[src/rtl/uart_pkg.sv]
// rtl/uart_pkg.sv - shared states, parity modes and word field offsets for uart_rx_cfg
package uart_pkg;

    typedef enum logic [2:0] {
        S_IDLE,
        S_START,
        S_DATA,
        S_PARITY,
        S_STOP,
        S_WRITE,
        S_BRKWAIT
    } rx_state_t;

    localparam int PAR_NONE = 0;
    localparam int PAR_EVEN = 1;
    localparam int PAR_ODD  = 2;

    // Status flags sit directly above the data field: {brk, perr, ferr, data}
    function automatic int FERR_BIT(input int data_w);
        return data_w;
    endfunction

    function automatic int PERR_BIT(input int data_w);
        return data_w + 1;
    endfunction

    function automatic int BRK_BIT(input int data_w);
        return data_w + 2;
    endfunction

endpackage

[src/rtl/uart_rx_cfg_sync_vote.sv]
// rtl/uart_rx_cfg_sync_vote.sv - two-flop synchroniser and 3-sample majority vote
module uart_rx_sync_vote (
    input  logic rx_sclk_i,
    input  logic rx_srst_i,
    input  logic rx_data_i,
    output logic vote,
    output logic primed
);

    logic [1:0] sync_q;
    logic [2:0] vote_sr;
    logic [3:0] settle_sr;

    always_ff @(posedge rx_sclk_i) begin
        if (rx_srst_i) begin
            sync_q    <= 2'b11;
            vote_sr   <= 3'b111;
            settle_sr <= 4'b0000;
        end else begin
            sync_q    <= {sync_q[0], rx_data_i};
            vote_sr   <= {vote_sr[1:0], sync_q[1]};
            settle_sr <= {settle_sr[2:0], 1'b1};
        end
    end

    assign vote = (vote_sr[0] & vote_sr[1]) | (vote_sr[1] & vote_sr[2]) | (vote_sr[0] & vote_sr[2]);

    // Until the pipeline has flushed, vote still shows the reset ones, not the pin
    assign primed = settle_sr[3];

endmodule

[src/rtl/uart_rx_cfg.sv]
// rtl/uart_rx_cfg.sv - parametrised oversampling UART receiver feeding a FIFO write port
module uart_rx_cfg
    import uart_pkg::*;
#(
    parameter int DATA_W     = 8,
    parameter int OVERSAMPLE = 16,
    parameter int PARITY     = 0,
    parameter int STOP_BITS  = 1
) (
    input  logic              rx_sclk_i,
    input  logic              rx_srst_i,
    input  logic              rx_data_i,
    input  logic              wfull_i,
    output logic [DATA_W+2:0] wdata_o,
    output logic              winc_o,
    output logic              overrun_o,
    output logic              busy_o
);

    localparam int CNT_W = $clog2(OVERSAMPLE);
    localparam int IDX_W = $clog2(DATA_W + 1);
    localparam logic [CNT_W-1:0] CNT_HALF = CNT_W'(OVERSAMPLE / 2 - 1);
    localparam logic [CNT_W-1:0] CNT_LAST = CNT_W'(OVERSAMPLE - 1);
    localparam logic [IDX_W-1:0] IDX_LAST = IDX_W'(DATA_W - 1);
    localparam int FERR_B = FERR_BIT(DATA_W);
    localparam int PERR_B = PERR_BIT(DATA_W);
    localparam int BRK_B  = BRK_BIT(DATA_W);

    rx_state_t         state;
    logic              armed;
    logic [CNT_W-1:0]  cnt;
    logic [IDX_W-1:0]  bit_idx;
    logic [DATA_W-1:0] data_sr;
    logic              stop_idx;
    logic              perr;
    logic              ferr;
    logic              par_zero;
    logic              stop0_zero;
    logic              vote;
    logic              primed;
    logic              brk;
    logic [DATA_W+2:0] word;

    uart_rx_sync_vote u_sync_vote (
        .rx_sclk_i (rx_sclk_i),
        .rx_srst_i (rx_srst_i),
        .rx_data_i (rx_data_i),
        .vote      (vote),
        .primed    (primed)
    );

    assign brk = (data_sr == '0) && (PARITY == PAR_NONE || par_zero) && stop0_zero;

    always_comb begin
        word                 = '0;
        word[DATA_W-1:0]     = data_sr;
        word[FERR_B]         = ferr | brk;
        word[PERR_B]         = perr;
        word[BRK_B]          = brk;
    end

    always_ff @(posedge rx_sclk_i) begin
        if (rx_srst_i) begin
            state      <= S_IDLE;
            armed      <= 1'b0;
            cnt        <= '0;
            bit_idx    <= '0;
            data_sr    <= '0;
            stop_idx   <= 1'b0;
            perr       <= 1'b0;
            ferr       <= 1'b0;
            par_zero   <= 1'b0;
            stop0_zero <= 1'b0;
            wdata_o    <= '0;
            winc_o     <= 1'b0;
            overrun_o  <= 1'b0;
            busy_o     <= 1'b0;
        end else begin
            winc_o    <= 1'b0;
            overrun_o <= 1'b0;
            case (state)
                S_IDLE: begin
                    if (vote) begin
                        armed <= armed | primed;
                    end else if (armed) begin
                        state  <= S_START;
                        cnt    <= '0;
                        perr   <= 1'b0;
                        ferr   <= 1'b0;
                        busy_o <= 1'b1;
                    end
                end
                S_START: begin
                    if (cnt == CNT_HALF) begin
                        cnt <= '0;
                        if (vote) begin
                            state  <= S_IDLE;
                            busy_o <= 1'b0;
                        end else begin
                            state   <= S_DATA;
                            bit_idx <= '0;
                        end
                    end else begin
                        cnt <= cnt + 1'b1;
                    end
                end
                S_DATA: begin
                    if (cnt == CNT_LAST) begin
                        cnt     <= '0;
                        data_sr <= {vote, data_sr[DATA_W-1:1]};
                        bit_idx <= bit_idx + 1'b1;
                        if (bit_idx == IDX_LAST) begin
                            state    <= (PARITY != PAR_NONE) ? S_PARITY : S_STOP;
                            stop_idx <= 1'b0;
                        end
                    end else begin
                        cnt <= cnt + 1'b1;
                    end
                end
                S_PARITY: begin
                    if (cnt == CNT_LAST) begin
                        cnt      <= '0;
                        perr     <= vote ^ (^data_sr) ^ (PARITY == PAR_ODD);
                        par_zero <= ~vote;
                        state    <= S_STOP;
                    end else begin
                        cnt <= cnt + 1'b1;
                    end
                end
                S_STOP: begin
                    if (cnt == CNT_LAST) begin
                        cnt <= '0;
                        if (!vote) ferr <= 1'b1;
                        if (!stop_idx) stop0_zero <= ~vote;
                        if (stop_idx == 1'(STOP_BITS - 1)) state <= S_WRITE;
                        else stop_idx <= 1'b1;
                    end else begin
                        cnt <= cnt + 1'b1;
                    end
                end
                S_WRITE: begin
                    // The word is presented even when dropped, so overrun can be inspected
                    wdata_o   <= word;
                    winc_o    <= ~wfull_i;
                    overrun_o <= wfull_i;
                    if (brk) begin
                        state <= S_BRKWAIT;
                    end else begin
                        state  <= S_IDLE;
                        armed  <= 1'b1;
                        busy_o <= 1'b0;
                    end
                end
                S_BRKWAIT: begin
                    if (vote) begin
                        state  <= S_IDLE;
                        armed  <= 1'b1;
                        busy_o <= 1'b0;
                    end
                end
                default: begin
                    state  <= S_IDLE;
                    busy_o <= 1'b0;
                end
            endcase
        end
    end

endmodule

[config.mk]
export PLATFORM = sky130hd
export DESIGN_NAME = uart_rx_cfg
export DESIGN_NICKNAME = d
export VERILOG_FILES = /design/src/rtl/uart_pkg.sv /design/src/rtl/uart_rx_cfg_sync_vote.sv /design/src/rtl/uart_rx_cfg.sv
export SDC_FILE = /design/constraint.sdc
export NUM_CORES = 1
export LEC_CHECK = 0
export ABC_AREA = 1
export CAP_MARGIN = 40
export CORE_MARGIN = 3
export CORE_UTILIZATION = 56
export DETAILED_ROUTE_END_ITERATION = 12
export PLACE_DENSITY = 0.78
export SYNTH_ARGS = -nofsm -noshare
export SYNTH_HDL_FRONTEND = slang
export SYNTH_SLANG_ARGS = --single-unit
[constraint.sdc]
create_clock -name rx_sclk_i -period 1.9 [get_ports rx_sclk_i]
set_input_delay 0.38 -clock rx_sclk_i [delete_from_list [all_inputs] [get_ports rx_sclk_i]]
set_output_delay 0.38 -clock rx_sclk_i [all_outputs]
set_load 0.005 [all_outputs]
==> impl_summary.md <==
STA
The final critical delay including setup and external delays is 1670 ps. The final cycle utilization of the critical path is 88.1%. The worst pin sits at a relative slew slack of about three quarters. Setup repair after global routing left no endpoint under its margin. The number of endpoints with negative hold slack in the final report was 0. For the final routed database, the setup TNS stands at 0 ps. The final max-slew violation count was 0.

The transition time of the tightest slew-check pin is roughly 380 ps. Across all hold checks on the routed design, the worst slack comes to between 400 and 500 ps. The final setup violation count is 0. The clock skew after layout is 8.24 ps. The maximum clock frequency is 597 MHz.

Critical path
The worst setup path is of the reg2reg kind. The critical path starts at cnt[0]. The most common cell type on the critical path is nand2_1. In this run the worst path has a maximum fanout of 18. At the worst endpoint, the required time is ~2200 ps. The type of element capturing the critical path is a register.

Data arrives at the worst endpoint at 1950 ps. The critical path goes through ha_1, nand2_1, nor2_1, nand2_4, nand2_1, nand2_1, o21ai_0, a21oi_1. The worst stage delay on the critical path is 410 ps. The largest individual stage delay along the critical path comes from the cell dfxtp_1. The startpoint kind of the worst setup timing path is a register. In this run the critical register-to-register path is launched from cnt[0].

Place
Summing all placed instances gives a cell area of 0.00223 mm². The wire-length estimate of the detail-placed layout is 2960 µm. The number of I/O port buffers is 17. The count of placed standard cells including taps is about 340. The congestion estimate from routability-driven global placement came to 0.890.

Global route
Across every metal layer, demand over resource in global routing totals 22.0%. For this run the aggregate overflow at the end of global routing stands at 0. The via count of the first global-routing pass came to 1720. Entering global routing, the biggest net connects 27 pins. The initial antenna violation count came to 0.

The first-pass GRT wire length is between 7000 and 8000 µm.

Floorplanning
In this run the count of I/O pins placed on the die edge is 18. The initialized floorplan defines 21 standard-cell rows. The total die area is 0.00434 mm². The initial core utilization is 59.2%. The height of the die is 65.9 µm. From left edge to right edge, the die measures 65.9 µm. The total core area is 0.00339 mm².

Clock tree
The clock insertion delay at the later pin of the skew report is about 370 ps. In this run the deepest clock path goes through 2 buffers. The number of hold buffers added after CTS was 0. Buffers added to address setup during post-CTS repair amount to 0.

The count of instances resized after the clock tree is built is 0. The library cell used as clock root buffer is clkbuf_4. The clock slew seen by the registers of the worst setup and hold paths is 150 ps. The tree built by TritonCTS fans out to 46 sinks. Buffers inserted during clock tree synthesis total 5. CTS built an H-tree with a depth of 2. The CTS tree is yes.

Yosys
In the post-synthesis netlist, the biggest area contributors are dfxtp_1 46%, nand2_1 12%, a21oi_1 8.2%, inv_1 6.0%, o21ai_0 5.0%. The synthesized instance count is ~280. Averaged over all synthesized cells, the footprint is 7.25 µm². The largest total area in the synthesized netlist belongs to dfxtp_1.

In this run, synthesis produced a sequential element count of 46. The number of nets in the synthesized netlist is 287. The count of synthesis-stage warnings from yosys is 0.

After synthesis, the largest area contributor takes up 45.9% of total cell area. The count of unique library cells instantiated by Yosys is 24. The synthesized netlist occupies a cell area of approximately 0.002 mm². The part of the Yosys area used for sequential elements is 45.9%.

Cells and area
The repair_antennas step left the layout with diodes totalling 0. The fraction of layout instances using a drive strength above 1 is under 10%. The total number of nets in the final design is about 310. Measured on the finished design, the core utilization comes to around 68%. The finished layout holds between 300 and 400 standard cells, fillers aside. Relative to the synthesized area, the layout overhead comes to 14.6%.

The post-route standard cell area excluding fillers is 0.00230 mm².

Power and ir drop
The proportion of total power due to net switching is 24.4%. The cell-internal power is 1.14 mW. Combinational logic burns 2.6% of the power.

For this design the ratio of total power to cell area is approximately 660 mW/mm². The share of power burned in registers is between 60 and 70%. The switching power is ~0.37 mW.

The maximum VDD drop is 0.571 mV. The static leakage power is about 1 nW. The share of total power dissipated in the clock network is 32.7%.

Routing
The via count is 1739. The detailed-route DRC error count is 0. The first detailed-routing pass ran for 4 iterations. The wire length after detailed routing is around 4100 µm. Dividing the detail-routed wire length by the instance count gives 11.9 µm.

The iteration-0 DRC count of the detailed router is 108. The via density per instance is 5.04. Once detail routing completed, the nets flagged for antenna violations numbered 0.

Hold path
In this run the most critical hold path is launched from u_sync_vote.settle_sr[0]. The min-delay analysis places its worst path in the category reg2reg.

Run status
The flow ran to the end, and the final reports show no timing, DRC or antenna violations.

Job
Max-cap violations in this run came to 0.
[cell usage in the layout (no fill, tap or decap), types with 3 or more instances in the layout]
cell type and count:
a21oi_1 33, buf_4 3, clkbuf_4 5, clkdlybuf4s50_1 17
dfxtp_1 46, ha_1 6, inv_1 32, inv_2 4
nand2_1 66, nand2_2 3, nand3_1 16, nand4_1 3
nor2_1 23, nor2_2 3, o21ai_0 20, or2_2 3
[power by group through the flow]
stage          logic (mW)  registers [mW]  clock network [mW]
6_report           0.0396           0.975               0.492
5_1_grt            0.0446           0.976               0.539
4_1_cts            0.0393           0.975               0.502
3_5_place_dp       0.0392           0.996                   0
3_3_place_gp       0.0390           0.995                   0
2_1_floorplan      0.0245           0.995                   0
[registers in the layout, summed over array words and instances (netlist names), 2 cells and up]
| name | count |
|---|---|
| bit_idx | 4 |
| cnt | 4 |
| data_sr | 8 |
| state | 3 |
| u_sync_vote.settle_sr | 4 |
| u_sync_vote.sync_q | 2 |
| u_sync_vote.vote_sr | 3 |
| wdata_o | 11 |
[critical path, delay by kind of cell, from the launching register on]
| kind | cells | cell delay (ps) |
|---|---|---|
| simple gates | 5 | 770 |
| fa+ha+maj | 1 | 180 |
| flops | 1 | 410 |
| compound gates | 2 | 210 |
[logic make-up after synthesis]
logic type	share of synthesized area (%)
AND/OR/NAND/NOR	26.1
AO/OA/AOI/OAI	15.0
flip-flops	45.9
buffers and inverters	7.98
adder cells (fa/ha/maj)	3.74
XOR/XNOR	1.31
[Yosys cell counts]
library cell / instances
dfxtp_1: 46
nand2_2: 4
nand3_2: 1
nand2_1: 66
nor2_1: 23
nor2_2: 3
o211a_1: 1
clkbuf_1: 4
nor3b_1: 1
o21ai_0: 20
inv_1: 32
xor2_1: 2
a21oi_1: 33
buf_2: 2
nor3_1: 2
nand3_1: 16
o21ai_1: 2
ha_1: 6
xnor2_1: 1
a21oi_2: 1
or2_2: 3
o31ai_1: 1
nand4_1: 3
inv_2: 4
[metrics by stage]
| step | total power, mW | worst slack (ps) |
|---|---|---|
| global route | 1.56 | 13.6 |
| CTS | 1.52 | 192 |
| global placement | 1.03 | 283 |
| finish | 1.51 | 225 |
| detailed placement | 1.03 | 228 |
| floorplan | 1.02 | 505 |
[area by class of cell]
class	instances	area, µm²
clock inverters	3	25.0
clock buffers	5	37.5
well taps	46	57.6
fillers	302	1090
inverters	36	135
multi-input cells	189	931
repair buffers	20	193
flip-flops and latches	46	921
[routing by layer]
metal  vias to the layer above  part of all wire (%)  GRT usage, %
met5                         -                     0             0
met4                         0                   2.2          9.59
met3                         8                   4.3          5.78
met2                        34                    44          34.0
met1                       767                    49          28.6
li1                        930                     -             -
[final timing paths]
| kind | to | slack, ps | depth (start not counted) |
|---|---|---|---|
| min reg2reg | u_sync_vote.settle_sr[1] | 420 | 2 |
| max | bit_idx[2] | 230 | 8 |
| min | u_sync_vote.settle_sr[1] | 420 | 2 |
| max reg2reg | bit_idx[2] | 230 | 8 |
Note: power is estimated with default switching activity, not from simulation.
